## config.mk

```make
export PLATFORM = sky130hd
export DESIGN_NAME = field_stream_arbiter
export DESIGN_NICKNAME = d
export VERILOG_FILES = /design/src/rtl/field_stream_arbiter.sv
export SDC_FILE = /design/constraint.sdc
export NUM_CORES = 1
export LEC_CHECK = 0
export CAP_MARGIN = 20
export CORE_MARGIN = 5
export CORE_UTILIZATION = 42
export DETAILED_ROUTE_END_ITERATION = 6
export PLACE_DENSITY = 0.81
export SYNTH_ARGS = -nofsm -noshare
export SYNTH_HDL_FRONTEND = slang
export SYNTH_SLANG_ARGS = --single-unit
```

## constraint.sdc

```tcl
create_clock -name clock -period 3.1 [get_ports clock]
set_clock_uncertainty 0.2 [all_clocks]
set_input_delay 0.93 -clock clock [delete_from_list [all_inputs] [get_ports clock]]
set_output_delay 0.93 -clock clock [all_outputs]
set_load 0.05 [all_outputs]
```

## src/rtl/field_stream_arbiter.sv

```systemverilog
// Packet-atomic round-robin arbiter: two Avalon-ST pixel sinks share one source.
// Orphan beats (no SOP while idle) are discarded and counted for debug.
module field_stream_arbiter #(
    parameter int SYMBOLS_PER_BEAT = 3,
    parameter int BITS_PER_SYMBOL  = 8,
    parameter int DROP_CNT_W       = 16,
    localparam int DATA_WIDTH      = SYMBOLS_PER_BEAT * BITS_PER_SYMBOL
) (
    input  logic                  clock,
    input  logic                  reset_n,
    input  logic [DATA_WIDTH-1:0] din0_data,
    input  logic                  din0_valid,
    input  logic                  din0_startofpacket,
    input  logic                  din0_endofpacket,
    output logic                  din0_ready,
    input  logic [DATA_WIDTH-1:0] din1_data,
    input  logic                  din1_valid,
    input  logic                  din1_startofpacket,
    input  logic                  din1_endofpacket,
    output logic                  din1_ready,
    output logic [DATA_WIDTH-1:0] dout_data,
    output logic                  dout_valid,
    output logic                  dout_startofpacket,
    output logic                  dout_endofpacket,
    input  logic                  dout_ready,
    output logic [1:0]            grant,
    output logic [DROP_CNT_W-1:0] drop_count
);

    typedef enum logic [1:0] {
        IDLE = 2'd0,
        OWN0 = 2'd1,
        OWN1 = 2'd2
    } state_t;

    state_t                state;
    state_t                state_nxt;
    logic                  rr_ptr;
    logic                  rr_nxt;
    logic                  out_free;
    logic                  cand0;
    logic                  cand1;
    logic                  orph0;
    logic                  orph1;
    logic [1:0]            drop_inc;
    logic                  load;
    logic [DATA_WIDTH-1:0] load_data;
    logic                  load_sop;
    logic                  load_eop;
    logic [DROP_CNT_W:0]   drop_sum;

    // Output register can take a beat when empty or being drained this cycle.
    assign out_free = dout_ready | ~dout_valid;

    assign cand0 = din0_valid & din0_startofpacket;
    assign cand1 = din1_valid & din1_startofpacket;
    assign orph0 = din0_valid & ~din0_startofpacket;
    assign orph1 = din1_valid & ~din1_startofpacket;

    assign grant = {state == OWN1, state == OWN0};

    assign drop_sum = {1'b0, drop_count}
                    + {{(DROP_CNT_W-1){1'b0}}, drop_inc};

    // Arbitration, handshake and next-state decision.
    always_comb begin
        state_nxt  = state;
        rr_nxt     = rr_ptr;
        din0_ready = 1'b0;
        din1_ready = 1'b0;
        drop_inc   = 2'd0;
        load       = 1'b0;
        load_data  = din0_data;
        load_sop   = din0_startofpacket;
        load_eop   = din0_endofpacket;
        unique case (state)
            IDLE: begin
                din0_ready = orph0;
                din1_ready = orph1;
                drop_inc   = {1'b0, orph0} + {1'b0, orph1};
                if (cand0 && cand1) begin
                    state_nxt = rr_ptr ? OWN1 : OWN0;
                end else if (cand0) begin
                    state_nxt = OWN0;
                end else if (cand1) begin
                    state_nxt = OWN1;
                end
            end
            OWN0: begin
                din0_ready = out_free;
                if (din0_valid && out_free) begin
                    load = 1'b1;
                    if (din0_endofpacket) begin
                        state_nxt = IDLE;
                        rr_nxt    = 1'b1;
                    end
                end
            end
            OWN1: begin
                din1_ready = out_free;
                load_data  = din1_data;
                load_sop   = din1_startofpacket;
                load_eop   = din1_endofpacket;
                if (din1_valid && out_free) begin
                    load = 1'b1;
                    if (din1_endofpacket) begin
                        state_nxt = IDLE;
                        rr_nxt    = 1'b0;
                    end
                end
            end
            default: begin
                state_nxt = IDLE;
            end
        endcase
    end

    // Owner state and round-robin pointer.
    always_ff @(posedge clock or negedge reset_n) begin
        if (!reset_n) begin
            state  <= IDLE;
            rr_ptr <= 1'b0;
        end else begin
            state  <= state_nxt;
            rr_ptr <= rr_nxt;
        end
    end

    // Registered output stage; holds its beat while stalled.
    always_ff @(posedge clock or negedge reset_n) begin
        if (!reset_n) begin
            dout_valid         <= 1'b0;
            dout_data          <= '0;
            dout_startofpacket <= 1'b0;
            dout_endofpacket   <= 1'b0;
        end else if (load) begin
            dout_valid         <= 1'b1;
            dout_data          <= load_data;
            dout_startofpacket <= load_sop;
            dout_endofpacket   <= load_eop;
        end else if (dout_ready) begin
            dout_valid <= 1'b0;
        end
    end

    // Saturating count of discarded orphan beats.
    always_ff @(posedge clock or negedge reset_n) begin
        if (!reset_n) begin
            drop_count <= '0;
        end else if (drop_sum[DROP_CNT_W]) begin
            drop_count <= '1;
        end else begin
            drop_count <= drop_sum[DROP_CNT_W-1:0];
        end
    end

endmodule
```

-- Word level (Yosys, flattened, before mapping)
Cells that the tools add are included.
- register bits: 46
- bits in latches: 0
- memory bits (writable): 0
- memory bits (read-only): 0
- input bits: 57
- output and inout bits: 47
- memories: 0
- add/subtract/negate cells: 2
- multipliers: 0
- divide/modulo/power cells: 0
- $lt $le $gt $ge: 0
- equality and inequality tests: 7
- shift operators: 0
- muxes and demuxes: 26
- bitwise logic cells: 8
- reductions and logical operators: 8
- operators with widths (cell ; number):
    $mux 24 ; 1
    $mux 2 ; 9
    $add 16x2->17 ; 1
    $mux 16 ; 1
    $mux 1 ; 10
    $reduce_and 5->1 ; 2
    $pmux 1 s2 ; 4
    $pmux 2 s3 ; 1
    $and 1x1->1 ; 4
    $ne 2x1->1 const B ; 2
    $ne 2x2->1 const B ; 2
    $ne 4x4->1 const B ; 1
    $reduce_bool 2->1 ; 2
    $logic_and 1x1->1 ; 3
    $not 1->1 ; 3
    $add 1x1->2 ; 1
    $eq 2x1->1 const B ; 1
    $eq 2x2->1 const B ; 1
    $logic_not 2->1 ; 1
    $or 1x1->1 ; 1

-- Depth between registers and ports, before layout
- depth in word-level cells: 6
- mapped depth: 11
- depth with buffers taken out: 9

-- Least setup slack after synthesis
No wires, ideal clock.
- path kind: register -> output
- start: register state[0]
- end: output din1_ready
- arrival: 2026 ps
- slack: -56 ps
- stages on the path, launching flop included: 6
- cells stage by stage: dfrtp_1 -> inv_1 -> ha_1 -> buf_2 -> buf_2 -> a22o_1
- word-level cells in the longest chain between the ends: 2
- elaborated cells on any way between the ends: 3
- classes of those cells: eq/ne (1); mux (1); reduce/logical (1)
- RTL lines (item ; line ; source):
    from (decl) ; 36 ; state_t state;
    from (signal assigned) ; 124 ; state <= state_nxt;
    $eq 2x2->1 ; -- ;
    net grant[1] ; 26 ; output logic [1:0] grant,
    $pmux 1 s2 ; 76 ; unique case (state)
    to (decl) ; 20 ; output logic din1_ready,
The timed path passes the listed nets, and every way through them passes these cells.

-- Final worst setup path
- start: input dout_ready
- end: output din1_ready
- word-level cells in the longest chain between the ends: 2
- RTL lines (item ; line ; source):
    from (decl) ; 25 ; input logic dout_ready,
    $or 1x1->1 ; 53 ; assign out_free = dout_ready | ~dout_valid;
    $pmux 1 s2 ; 76 ;
Every way passes these cells.

==> reports/metrics.cfg <==
[cts]
numCtsBuffers=5
h-tree-depth=2
clockRootBuffer=clkbuf_8
cts_tree=built
worstSkewPairLatency_ps=290
cts.sinks=46
cts_buffer_depth=2
clkSlewWorstSetupHoldPaths_ps=80

[synth]
ys_types=33
synth_top_area_share_pct=49.3
synth_top_cell_by_area=dfrtp_1
syn_area_um2=2340
synth_top_cells_by_area=dfrtp_1 (49%), mux2i_1 (12%), nand2_1 (7.5%)
yosysSeqAreaShare_pct=49.3
avgSynthCellArea_um2=10.1
synth_nets=295
ys_ff_latch=46
syn_inst=231
yosysWarnings=0

[die]
ios=104
die_w_um=84.6
start_util_pct=42.7
core_um2=5470
die-area_um2=7160
row_count=27
fp.dieH_um=84.6

[timing]
fmax_ghz=0.328
period_minus_slack_ps=3050
min_period_over_period_pct=98.4
setup-violations-final=0
hold_viol=0
worst_pin_slew_ps=526
rsz0062_at_grt=false
slew_viol_final=0
tns_ps=0
slew_headroom_pct=64.8

[global_routing]
gr-usage-all-layers_pct=17.6
grt_pass1_wl_um=10300
grt_start_max_net_pins=51
antenna_found_initial=0
gr-total-overflow=0
grt_pass1_vias=2189

[setup_path]
startpoint_type=primary input
cp.arrival_ps=1920
critical_path.max_fanout=3
path_class=primary input to output pin
end_kind=output pin
cp.required_ps=1970

[placement]
routabilityCongestion=0.845
port_buffers=103
post-dp-hpwl_um=4840

[power_and_ir_drop]
power_density_nw_per_um2=959
p_leak_nw=1.64
peakVddDrop_v=0.000498

[drt]
vias=2089
wl_um=6170
vias_per_cell=4.99
dr.pass1.iters=4
drc_errors=0
drtIter0Drc=108
detail_route.wl_per_cell_um=14.7
antenna_left=0

[cells_and_area]
fillers=456
final_common_cell=clkdlybuf4s50_1
n_antenna_cell=0
layout_common_cells=clkdlybuf4s50_1 (95), nand2_1 (47), dfrtp_1 (46), o21ai_0 (29), mux2i_1 (27)
drive_gt1_share_pct=10.7
fin_util_pct=67.8
area_growth_syn_to_layout_pct=58.7
finalNetCount=411

[status]
status=finished clean

[flow_run]
cap_viol_max_count=0

[hold_path]
hp-class=register to register

[critical path: stages]
cell and delay [ps]:
clkdlybuf4s50_1 420, nand2b_1 180, a22o_1 230, buf_12 160
[area by class of cell]
type | instances | area (um2) | area share, %
Timing Repair Buffer | 119 | 1180 | 31.9
Sequential cell | 46 | 1150 | 31.0
Multi-Input combinational cell | 168 | 1150 | 30.9
Tap cell | 72 | 90.1 | 2.43
Clock buffer | 6 | 82.6 | 2.23
Clock inverter | 1 | 30.0 | 0.809
Inverter | 7 | 26.3 | 0.708
[report_power, final]
group	total (W)	internal [W]	switching (W)
combinational	0.00214	0.000809	0.00133
sequential	0.000967	0.000818	0.000149
clock	0.000449	0.000258	0.000191
total	0.00356	0.00189	0.00167
[registers in the layout (all words and copies together) (netlist names)]
name	flops
dout_startofpacket	1
dout_valid	1
dout_data	24
state	2
rr_ptr	1
dout_endofpacket	1
drop_count	16
[through the flow]
stage                     hold WS (ps)  area (um2)  instances  setup WS, ps  power [W]
after floorplan                    294        2340        231          94.7    0.00233
after global placement             262        3570        411          -389    0.00308
after CTS                          289        3700        419          1.71    0.00359
after detailed placement           270        3570        411          -454    0.00312
final                              282        3710        419          48.7    0.00356
after global routing               318        3710        419          12.2    0.00377
[synthesized netlist by cell type, drive strengths merged]
cell type and number:
nor2 6, o21a 1, nor3b 2, xor2 1, ha 6, a21oi 2, o21ai 29, dfrtp 46
clkbuf 6, and2 2, nor2b 5, nand2b 1, a32o 2, mux2i 27, nand4 2, nor3 2
fa 1, a22o 3, nor4 2, nor4b 1, and3 3, inv 7, buf 4, nand3 7
a41oi 1, nand2 47, xnor2 8, or2b 1, a31oi 6
[what timing repair did]
item	4_1_cts	5_1_grt
pin swaps	2	3
buffers inserted	1	0
setup endpoints to repair	14	11
gates resized for setup	9	2
hold buffers	0	0
[metal layers]
layer | routed length (um) | up-vias | track usage, %
li1 | - | 1025 | -
met5 | 0 | - | 0
met4 | 66 | 0 | 5.61
met1 | 2520 | 1004 | 20.4
met3 | 338 | 4 | 3.83
met2 | 3250 | 56 | 32.0
[worst paths after layout]
check	from	slack [ps]	cells past startpoint	to
worst max-delay path	dout_ready	50	4	din1_ready
worst min-delay path	dout_data[11]	280	2	dout_data[11]
worst max register to register	state[0]	590	10	drop_count[14]
worst min register to register	dout_data[11]	280	2	dout_data[11]
max in group asynchronous	reset_n	1610	2	drop_count[12]
min in group asynchronous	reset_n	380	1	dout_data[22]
[cell families (layout without fill, tap and decap cells)]
family	count (synthesis)	after routing	synth area share, %
and+or+nand+nor	81	81	17.6
DFF	46	46	49.3
muxes	27	27	11.6
AOI/OAI and AO/OA	44	44	10.9
buffers and inverters	17	133	3.21
xor gates and xnor gates	9	9	3.37
adders and majority gates	7	7	4.07
Note: power is estimated with default switching activity, not from simulation.
